===== src/rtl/ddr2_port_arbiter.sv =====
// Two-master Avalon arbiter onto one DDR2 local port, with an in-order read tag FIFO for response routing.
// Build option: DDR2_ARB_FIXED_PRIORITY_EN makes m1 win every tie; otherwise round-robin.
module ddr2_port_arbiter #(
  parameter int DATA_W      = 32,
  parameter int ADDR_W      = 30,
  parameter int BE_W        = 4,
  parameter int MAX_PENDING = 16
) (
  input  logic              clk,
  input  logic              reset,
  input  logic [ADDR_W-1:0] m0_address,
  input  logic [BE_W-1:0]   m0_byteenable,
  input  logic              m0_read,
  input  logic              m0_write,
  input  logic [DATA_W-1:0] m0_writedata,
  output logic              m0_waitrequest,
  output logic [DATA_W-1:0] m0_readdata,
  output logic              m0_readdatavalid,
  input  logic [ADDR_W-1:0] m1_address,
  input  logic [BE_W-1:0]   m1_byteenable,
  input  logic              m1_read,
  input  logic              m1_write,
  input  logic [DATA_W-1:0] m1_writedata,
  output logic              m1_waitrequest,
  output logic [DATA_W-1:0] m1_readdata,
  output logic              m1_readdatavalid,
  output logic [ADDR_W-1:0] ddr_address,
  output logic [BE_W-1:0]   ddr_byteenable,
  output logic              ddr_read,
  output logic              ddr_write,
  output logic [DATA_W-1:0] ddr_writedata,
  input  logic              ddr_waitrequest,
  input  logic [DATA_W-1:0] ddr_readdata,
  input  logic              ddr_readdatavalid,
  output logic              err_orphan
);
  localparam int PW = $clog2(MAX_PENDING);
  localparam int CW = $clog2(MAX_PENDING) + 1;

  typedef enum logic [1:0] {IDLE, GRANT0, GRANT1} state_t;

  state_t                 state_q, state_d;
  logic                   rr_q, rr_d;
  logic [MAX_PENDING-1:0] tag_q;
  logic [PW-1:0]          wr_ptr_q, rd_ptr_q;
  logic [CW-1:0]          cnt_q, cnt_d;
  logic                   err_q;
  logic                   accept, push, pop, not_full, elig0, elig1, pick1, head;

  always_comb begin
    ddr_address    = m0_address;
    ddr_byteenable = m0_byteenable;
    ddr_writedata  = m0_writedata;
    ddr_read       = 1'b0;
    ddr_write      = 1'b0;
    m0_waitrequest = 1'b1;
    m1_waitrequest = 1'b1;
    case (state_q)
      GRANT0: begin
        ddr_read       = m0_read;
        ddr_write      = m0_write;
        m0_waitrequest = ddr_waitrequest;
      end
      GRANT1: begin
        ddr_address    = m1_address;
        ddr_byteenable = m1_byteenable;
        ddr_writedata  = m1_writedata;
        ddr_read       = m1_read;
        ddr_write      = m1_write;
        m1_waitrequest = ddr_waitrequest;
      end
      default: ;
    endcase
    // Reset is synchronous, so mask outputs before the first reset edge settles the state.
    if (reset) begin
      ddr_read       = 1'b0;
      ddr_write      = 1'b0;
      m0_waitrequest = 1'b1;
      m1_waitrequest = 1'b1;
    end
  end

  assign accept = (ddr_read | ddr_write) & ~ddr_waitrequest;
  assign push   = accept & ddr_read;
  assign pop    = ddr_readdatavalid & (cnt_q != '0);

  always_comb begin
    cnt_d = cnt_q;
    if (push && !pop)      cnt_d = cnt_q + CW'(1);
    else if (!push && pop) cnt_d = cnt_q - CW'(1);
  end

  // Eligibility looks at the count after this cycle's push/pop, so a read is only granted with room for its tag.
  assign not_full = cnt_d < CW'(MAX_PENDING);
  assign elig0    = m0_write | (m0_read & not_full);
  assign elig1    = m1_write | (m1_read & not_full);
  assign rr_d     = accept ? (state_q == GRANT0) : rr_q;

`ifdef DDR2_ARB_FIXED_PRIORITY_EN
  assign pick1 = elig1;
`else
  assign pick1 = elig1 & (~elig0 | rr_d);
`endif

  always_comb begin
    state_d = state_q;
    case (state_q)
      IDLE: if (elig0 | elig1) state_d = pick1 ? GRANT1 : GRANT0;
      GRANT0, GRANT1: begin
        if (accept)
          state_d = (elig0 | elig1) ? (pick1 ? GRANT1 : GRANT0) : IDLE;
        else if (!ddr_read && !ddr_write)
          state_d = IDLE;
      end
      default: state_d = IDLE;
    endcase
  end

  always_ff @(posedge clk) begin
    if (reset) begin
      state_q  <= IDLE;
      rr_q     <= 1'b0;
      wr_ptr_q <= '0;
      rd_ptr_q <= '0;
      cnt_q    <= '0;
      err_q    <= 1'b0;
    end else begin
      state_q <= state_d;
      rr_q    <= rr_d;
      cnt_q   <= cnt_d;
      if (push) wr_ptr_q <= wr_ptr_q + PW'(1);
      if (pop)  rd_ptr_q <= rd_ptr_q + PW'(1);
      if (ddr_readdatavalid && cnt_q == '0) err_q <= 1'b1;
    end
  end

  always_ff @(posedge clk) begin
    if (push) tag_q[wr_ptr_q] <= (state_q == GRANT1);
  end

  assign head             = tag_q[rd_ptr_q];
  assign m0_readdata      = ddr_readdata;
  assign m1_readdata      = ddr_readdata;
  assign m0_readdatavalid = pop & ~head & ~reset;
  assign m1_readdatavalid = pop & head & ~reset;
  assign err_orphan       = err_q;
endmodule

===== config.mk =====
export PLATFORM = sky130hd
export DESIGN_NAME = ddr2_port_arbiter
export DESIGN_NICKNAME = d
export VERILOG_FILES = /design/src/rtl/ddr2_port_arbiter.sv
export SDC_FILE = /design/constraint.sdc
export NUM_CORES = 1
export LEC_CHECK = 0
export ABC_AREA = 1
export BUFFER_PORTS_ARGS = -buffer_cell sky130_fd_sc_hd__buf_4
export CAP_MARGIN = 10
export CORE_AREA = 2 2 122 124
export CTS_BUF_LIST = sky130_fd_sc_hd__clkbuf_2
export CTS_CLUSTER_DIAMETER = 30
export CTS_CLUSTER_SIZE = 12
export DETAILED_ROUTE_END_ITERATION = 8
export DIE_AREA = 0 0 124 126
export SLEW_MARGIN = 20
export SYNTH_ARGS = -nofsm -noshare
export SYNTH_HDL_FRONTEND = slang
export SYNTH_SLANG_ARGS = --single-unit

===== constraint.sdc =====
create_clock -name clk -period 2.75 [get_ports clk]
set_clock_uncertainty 0.1 [all_clocks]
set_input_delay 0.55 -clock clk [delete_from_list [all_inputs] [get_ports clk]]
set_output_delay 0.55 -clock clk [all_outputs]
set_load 0.02 [all_outputs]

==> summary.txt, run 1 <==
clk_lat worst skew: 370 ps
clock tree buffer depth: 2
outcome: completed
WL/cell: 16.13 µm
first-pass iteration count of the detailed router: 6
flops & latches, synth: 33
Final ANT Viol Nets: 0
final core occ: 0.3181
Distinct cells, synth: 29
Final Cell Area: 4553 µm²
Pins Over Slew Limit: 0
Startpoint Class: flip-flop
Mapped Area: 3136 µm²
Seq/Total Area, Yosys: 0.2618
leakage dissipation: 2.102 nW
hold path cells: 2
hold_ws: 303.3 ps
die area: 15620 µm²
Fmax achieved: 0.3921 GHz
antenna violations before repair: 2
kind of critical path: reg2out
CORE AREA: 14310 µm²
R2R Path End: state_q[0]
maximum number of pins on one net before global-route repair: 85
final wirelength: 11.32 mm
Min Clock Period, post-route: 2551 ps
share of cells above drive strength 1: 0.6047
Final Worst Setup Slack: 199.4 ps
reg2reg setup slack: 240 ps
sink of the worst hold path: cnt_q[0]
count leader, synth: mux2_2
leading area contributor after synthesis: mux2_2
global route overflow: 0
detailed-route DRC error count: 0
gr busiest metal: met2
routability cong.: 0.8472
Worst slew margin: 0.7056
Max IR drop VDD: 0.2141 mV
multiplexer area fraction after synthesis: 0.2434
worst slew pin tran: 441.1 ps
Final Cycle Share: 0.9275
vias per inst: 4.232
M1 GR Usage: 0.1434
Placed Cells incl. Taps: 691
CTS Hold Bufs: 0
largest family of logic cells by synthesized area: multiplexers
Die Width: 124 µm
all-layer global routing usage: 0.1396
num ports: 309
die height: 126 µm
commonest cells in the netlist: 66 x mux2_2, 64 x buf_4, 38 x nand2_1
WP data arrival: 1900 ps
Worst Hold Class: in2reg
Post-synth EDFFs: 16
placed cell areas: 4448 µm²
root buf cell: clkbuf_2
synth warn: 0
Nets: 700
final cell count without fillers: 702
Fin. Hold Viols: 0
Clock transition at path regs: 200 ps
met2 Use GR: 0.2634
Power Dens Cells: 630.2 nW/µm²
initial drt markers: 117
top fanout value on the critical path: 42
reg2reg start: state_q[0]
xor/xnor share of the synthesized area: 0.005587
CTS Sinks: 33
pre-CTS setup slack: 93.18 ps
htree depth: 2
top cells by area, synth: mux2_2 24%, buf_4 15%, edfxtp_1 15%
first-pass GRT wire length: 16.57 mm
Top FF cell, synth: dfxtp_1
share of the synthesized area in the top cell type: 0.2370
Setup TNS: 0 ps
min-delay src: reset
final setup violation count: 0
post-detail-place hpwl: 9.464 mm
vias in the first global route: 3049
WP data required: 2100 ps
M3 GR Usage: 0.04076
Initial Util: 0.2191
CTS buffer count: 5
post-synthesis adder-cell area fraction: 0.05188
setup repair bufs after CTS: 0
IO buf count: 212
# fillers: 1515
Setup crit end kind: output pin
Syn-to-layout area delta: 45.21%
Rows: 44
vias: 2971
Syn Nets: 555
Post-synth ARST share: 0
Post-Synthesis Cells: 370
total chip power: 2.870 mW
max capacitance violation total: 0
worst r2r path cells: 20
Syn Area/Cell: 8.474 µm²
TritonCTS clock tree: done
Simple-Gate Fraction of Synth Area: 0.1464
Synth Area in Compound Gates: 0.07502
cells by family after synthesis:
kind of cell / after synthesis
adder cells (fa/ha/maj): 13
AND/OR/NAND/NOR: 101
buffers and inverters: 111
XOR/XNOR: 2
AO/OA/AOI/OAI: 42
multiplexers: 68
flip-flops: 33
state kept, by name (all words and copies together), names as in the netlist:
name and flops:
wr_ptr_q 4, rr_q 1, tag_q 16, rd_ptr_q 4, state_q 2, cnt_q 5, err_orphan 1
layout by cell type (no fill, tap or decap), drive strengths merged, types with 15 or more instances in the layout:
cell type / synthesis / routed
nor2: 41 / 41
nand3: 15 / 15
mux2: 66 / 66
nand2: 42 / 42
a21oi: 16 / 16
dfxtp: 17 / 17
buf: 75 / 214
o21ai: 16 / 16
edfxtp: 16 / 16
inv: 34 / 34
area by class of cell:
cell class,instances,area [µm²],share of cell area
clock inverters,3,17.52,0.003847
flip-flops and latches,33,828.3,0.1819
diodes,2,5.005,0.001099
well taps,184,230.2,0.05056
repair buffers,215,1652,0.3627
multi-input cells,226,1668,0.3663
clock buffers,5,25.02,0.005496
inverters,34,127.6,0.02803
report_power, final:
part	total [mW]	internal [mW]	switching (mW)
Clock	0.239	0.0593	0.180
Combinational	1.94	0.907	1.03
Sequential	0.694	0.604	0.0901
routing by layer:
metal	wire, µm	vias up
met1	4000	1350
met3	825	17
met4	316	0
met2	6181	140
met5	0	-
li1	-	1464
worst max-delay path by stage:
stage,from,to,slack (ps),cells past startpoint
after floorplan,state_q[0],state_q[0],60,21
after global placement,state_q[1],state_q[0],180,20
after detailed placement,state_q[1],state_q[0],90,20
after CTS,state_q[0],ddr_writedata[31],10,5
after global routing,state_q[0],state_q[1],-20,19
final,state_q[0],ddr_writedata[18],200,5
worst max-delay path, cell delays in order (launching register included):
cell	delay, ps
dfxtp_2	370
inv_1	130
ha_4	210
buf_16	220
mux2_2	400
buf_4	170
what timing repair did:
action | CTS | global route
gates resized for setup | 1 | 11
hold endpoints to repair | 0 | 0
gates cloned | 0 | 1
setup endpoints to repair | 1 | 28
pin swaps | 0 | 1
No activity file was read; power rests on OpenSTA's default activity.
==> inputs of run 2 (changes only) <==
==> constraint.sdc (replaced) <==
create_clock -name clk -period 2.75 [get_ports clk]
set_clock_uncertainty 0.1 [all_clocks]
set_input_delay 0.825 -clock clk [delete_from_list [all_inputs] [get_ports clk]]
set_output_delay 0.825 -clock clk [all_outputs]
set_load 0.02 [all_outputs]
==> run 2 against run 1 <==
Against the previous run: wire length is 5.6% higher; non-clock buffer count increased by 24; combinational power up 19%; worst setup slack lost 160 ps; sequential share of layout area is 1.3 points lower; final cell count up 3.3%; die area unchanged; register-to-register slack got worse by 100 ps; first-iteration DRC count shrank 15%; sequential power is essentially flat; critical endpoint is now m1_readdatavalid; largest cell class is now non-clock buffers; largest power group unchanged.
==> summary.txt, run 2 (synthesized netlist as in run 1, its figures left out) <==
leakage dissipation: 2.283 nW (+8.6%)
Final Cell Area: 4930 µm² (+8.3%)
Rows: 44 (unchanged)
Critical Path Max Stage Delay: 430 ps (+30 ps)
WP data arrival: 1780 ps (-120 ps)
CP Cell Sequence: buf_6, mux2i_2, o22ai_2, o211ai_1, nand2_1, nand2_1, nor2_2, buf_6
CP top delay family: flip-flops
detailed-route DRC error count: 0 (unchanged)
global route overflow: 0 (unchanged)
share of cells above drive strength 1: 0.6370 (+0.03239)
pre-CTS setup slack: -67.02 ps (-160.2 ps)
Psw: 1.390 mW (+6.9%)
critical path depth: 8 (+3)
first-pass iteration count of the detailed router: 4 (-2)
Initial Util: 0.2191 (unchanged)
worst r2r path cells: 21 (+5.0%)
Clk pwr share: 0.072 (-0.011)
antenna violations before repair: 1 (-1)
worst slew pin tran: 309.7 ps (-131.4 ps)
num ports: 309 (unchanged)
die area: 15620 µm² (unchanged)
first-pass GRT wire length: 16.63 mm (+0.34%)
most frequent cells in the layout: 209 x buf_4, 66 x mux2_2, 36 x nand2_1, 35 x nor2_1, 30 x inv_1
vias in the first global route: 3079 (+0.98%)
routability cong.: 0.8738 (+3.1%)
Clock transition at path regs: 160 ps (-40 ps)
total chip power: 3.242 mW (+13%)
sequential share of power: 0.215 (-0.027)
Die Width: 124 µm (unchanged)
Largest regs: tag_q x16, cnt_q x5
Sw Ratio: 0.4287 (-0.02432)
max reg flops: 16 (unchanged)
CTS buffer count: 5 (unchanged)
top fanout value on the critical path: 6 (-86%)
die height: 126 µm (unchanged)
Nets: 724 (+3.4%)
Startpoint Class: flip-flop
Worst slew margin: 0.7932 (+0.08763)
Setup TNS: 0 ps (unchanged)
clk_lat worst skew: 360 ps (about the same)
post-detail-place hpwl: 9.777 mm (+3.3%)
outcome: completed
Final Cycle Share: 0.9847 (+0.05720)
Final Worst Setup Slack: 42.06 ps (-157.3 ps)
placed cell areas: 4493 µm² (+1.0%)
all-layer global routing usage: 0.1402 (+0.0006248)
Power Dens Cells: 657.7 nW/µm² (+4.4%)
kind of critical path: reg2out
WP data required: 1830 ps (-270 ps)
Biggest register: tag_q
CORE AREA: 14310 µm² (unchanged)
Slowest-stage cell, CP: dfxtp_4
initial drt markers: 100 (-15%)
Comb power frac: 0.713 (+0.038)
Final ANT Viol Nets: 0 (unchanged)
max capacitance violation total: 0 (unchanged)
Pint: 1.852 mW (+18%)
Max IR drop VDD: 0.2658 mV (+24%)
Syn-to-layout area delta: 57.22%
CTS Sinks: 33 (unchanged)
Setup crit end kind: output pin
Worst Hold Class: reg2reg
htree depth: 2 (unchanged)
vias per inst: 4.287 (+1.3%)
hold path cells: 2 (unchanged)
IO buf count: 212 (unchanged)
Buf/Inv on CP: 2 (-1)
commonest non-fill, non-tap cell in the layout: buf_4
root buf cell: clkbuf_2
Fmax achieved: 0.3693 GHz (-5.8%)
WL/cell: 16.50 µm (+2.3%)
TritonCTS clock tree: done
clock tree buffer depth: 2 (unchanged)
Pins Over Slew Limit: 0 (unchanged)
maximum number of pins on one net before global-route repair: 23 (-73%)
Min Clock Period, post-route: 2708 ps (+157.3 ps)
RSZ-0062 raised after global routing: true
final setup violation count: 0 (unchanged)
final wirelength: 11.96 mm (+5.6%)
Fin. Hold Viols: 0 (unchanged)
vias: 3108 (+4.6%)
[run 2: cell count changes in the layout (fill, tap and decap cells not counted), moves of 2 or more]
cell       before  now
buf_12          0    2
dfxtp_1        13   11
buf_4         213  209
clkbuf_2        5    8
buf_8           0    2
buf_6           0   21
clkinv_2        2    0
clkbuf_16       1    4
[run 2: what timing repair did]
item                       in CTS  in global routing
resized for setup              11                 38
pin swaps                       0                  6
gates cloned                    1                  6
hold buffers                    0                  0
buffers inserted                1                 11
setup endpoints to repair      64                 70
[run 2: layout make-up]
cell class                 instances  area (µm²)
antenna                            1       2.502
clock buffer                       8       40.04
fill                            1469        9384
inverter                          34       130.1
multi-input combinational        226        1690
sequential                        33       833.3
tap                              184       230.2
timing repair buffer             239        2003
[run 2: worst reg2reg max path, cell delays in order (launching register included)]
cell and delay [ps]:
dfxtp_2 370, inv_2 50, buf_4 120, ha_1 290, inv_1 60, nor2_2 130
nand2_2 110, nor2_4 110, inv_1 70, ha_1 210, inv_1 70, nor2_2 50
nand3_2 80, nand2_1 70, nand2_2 80, nand2_4 70, a21oi_4 160, nand3_2 110
nand2_1 90, nand2_1 50, nand2_1 50, nor2_1 30
[run 2: layer usage]
layer  GRT usage  wire length [µm]  vias up
met1      0.1408              4077     1435
met2      0.2767              6903      143
li1            -                 -     1516
met5           0                 0        -
met3     0.03940               820       14
met4     0.03503               160        0
[run 2: power groups by stage]
stage / combinational [mW] / sequential (mW) / clock (mW)
5_1_grt: 2.48 / 0.707 / 0.263
6_report: 2.31 / 0.697 / 0.234
2_1_floorplan: 1.39 / 0.652 / 0
4_1_cts: 1.98 / 0.699 / 0.246
3_5_place_dp: 1.92 / 0.701 / 0
3_3_place_gp: 1.90 / 0.697 / 0
[run 2: worst paths after layout]
check	slack, ps	from	endpoint
max	40	rd_ptr_q[0]	m1_readdatavalid
min	380	err_orphan	err_orphan
max reg2reg	140	state_q[0]	state_q[0]
min reg2reg	380	err_orphan	err_orphan
[run 2: stage by stage]
stage	util	instances	hold slack, ps
detailed placement	0.3139	697	360.0
global route	0.3444	725	407.5
finish	0.3444	725	378.3
CTS	0.3202	707	381.5
floorplan	-	370	358.6
global placement	0.3139	697	350.4
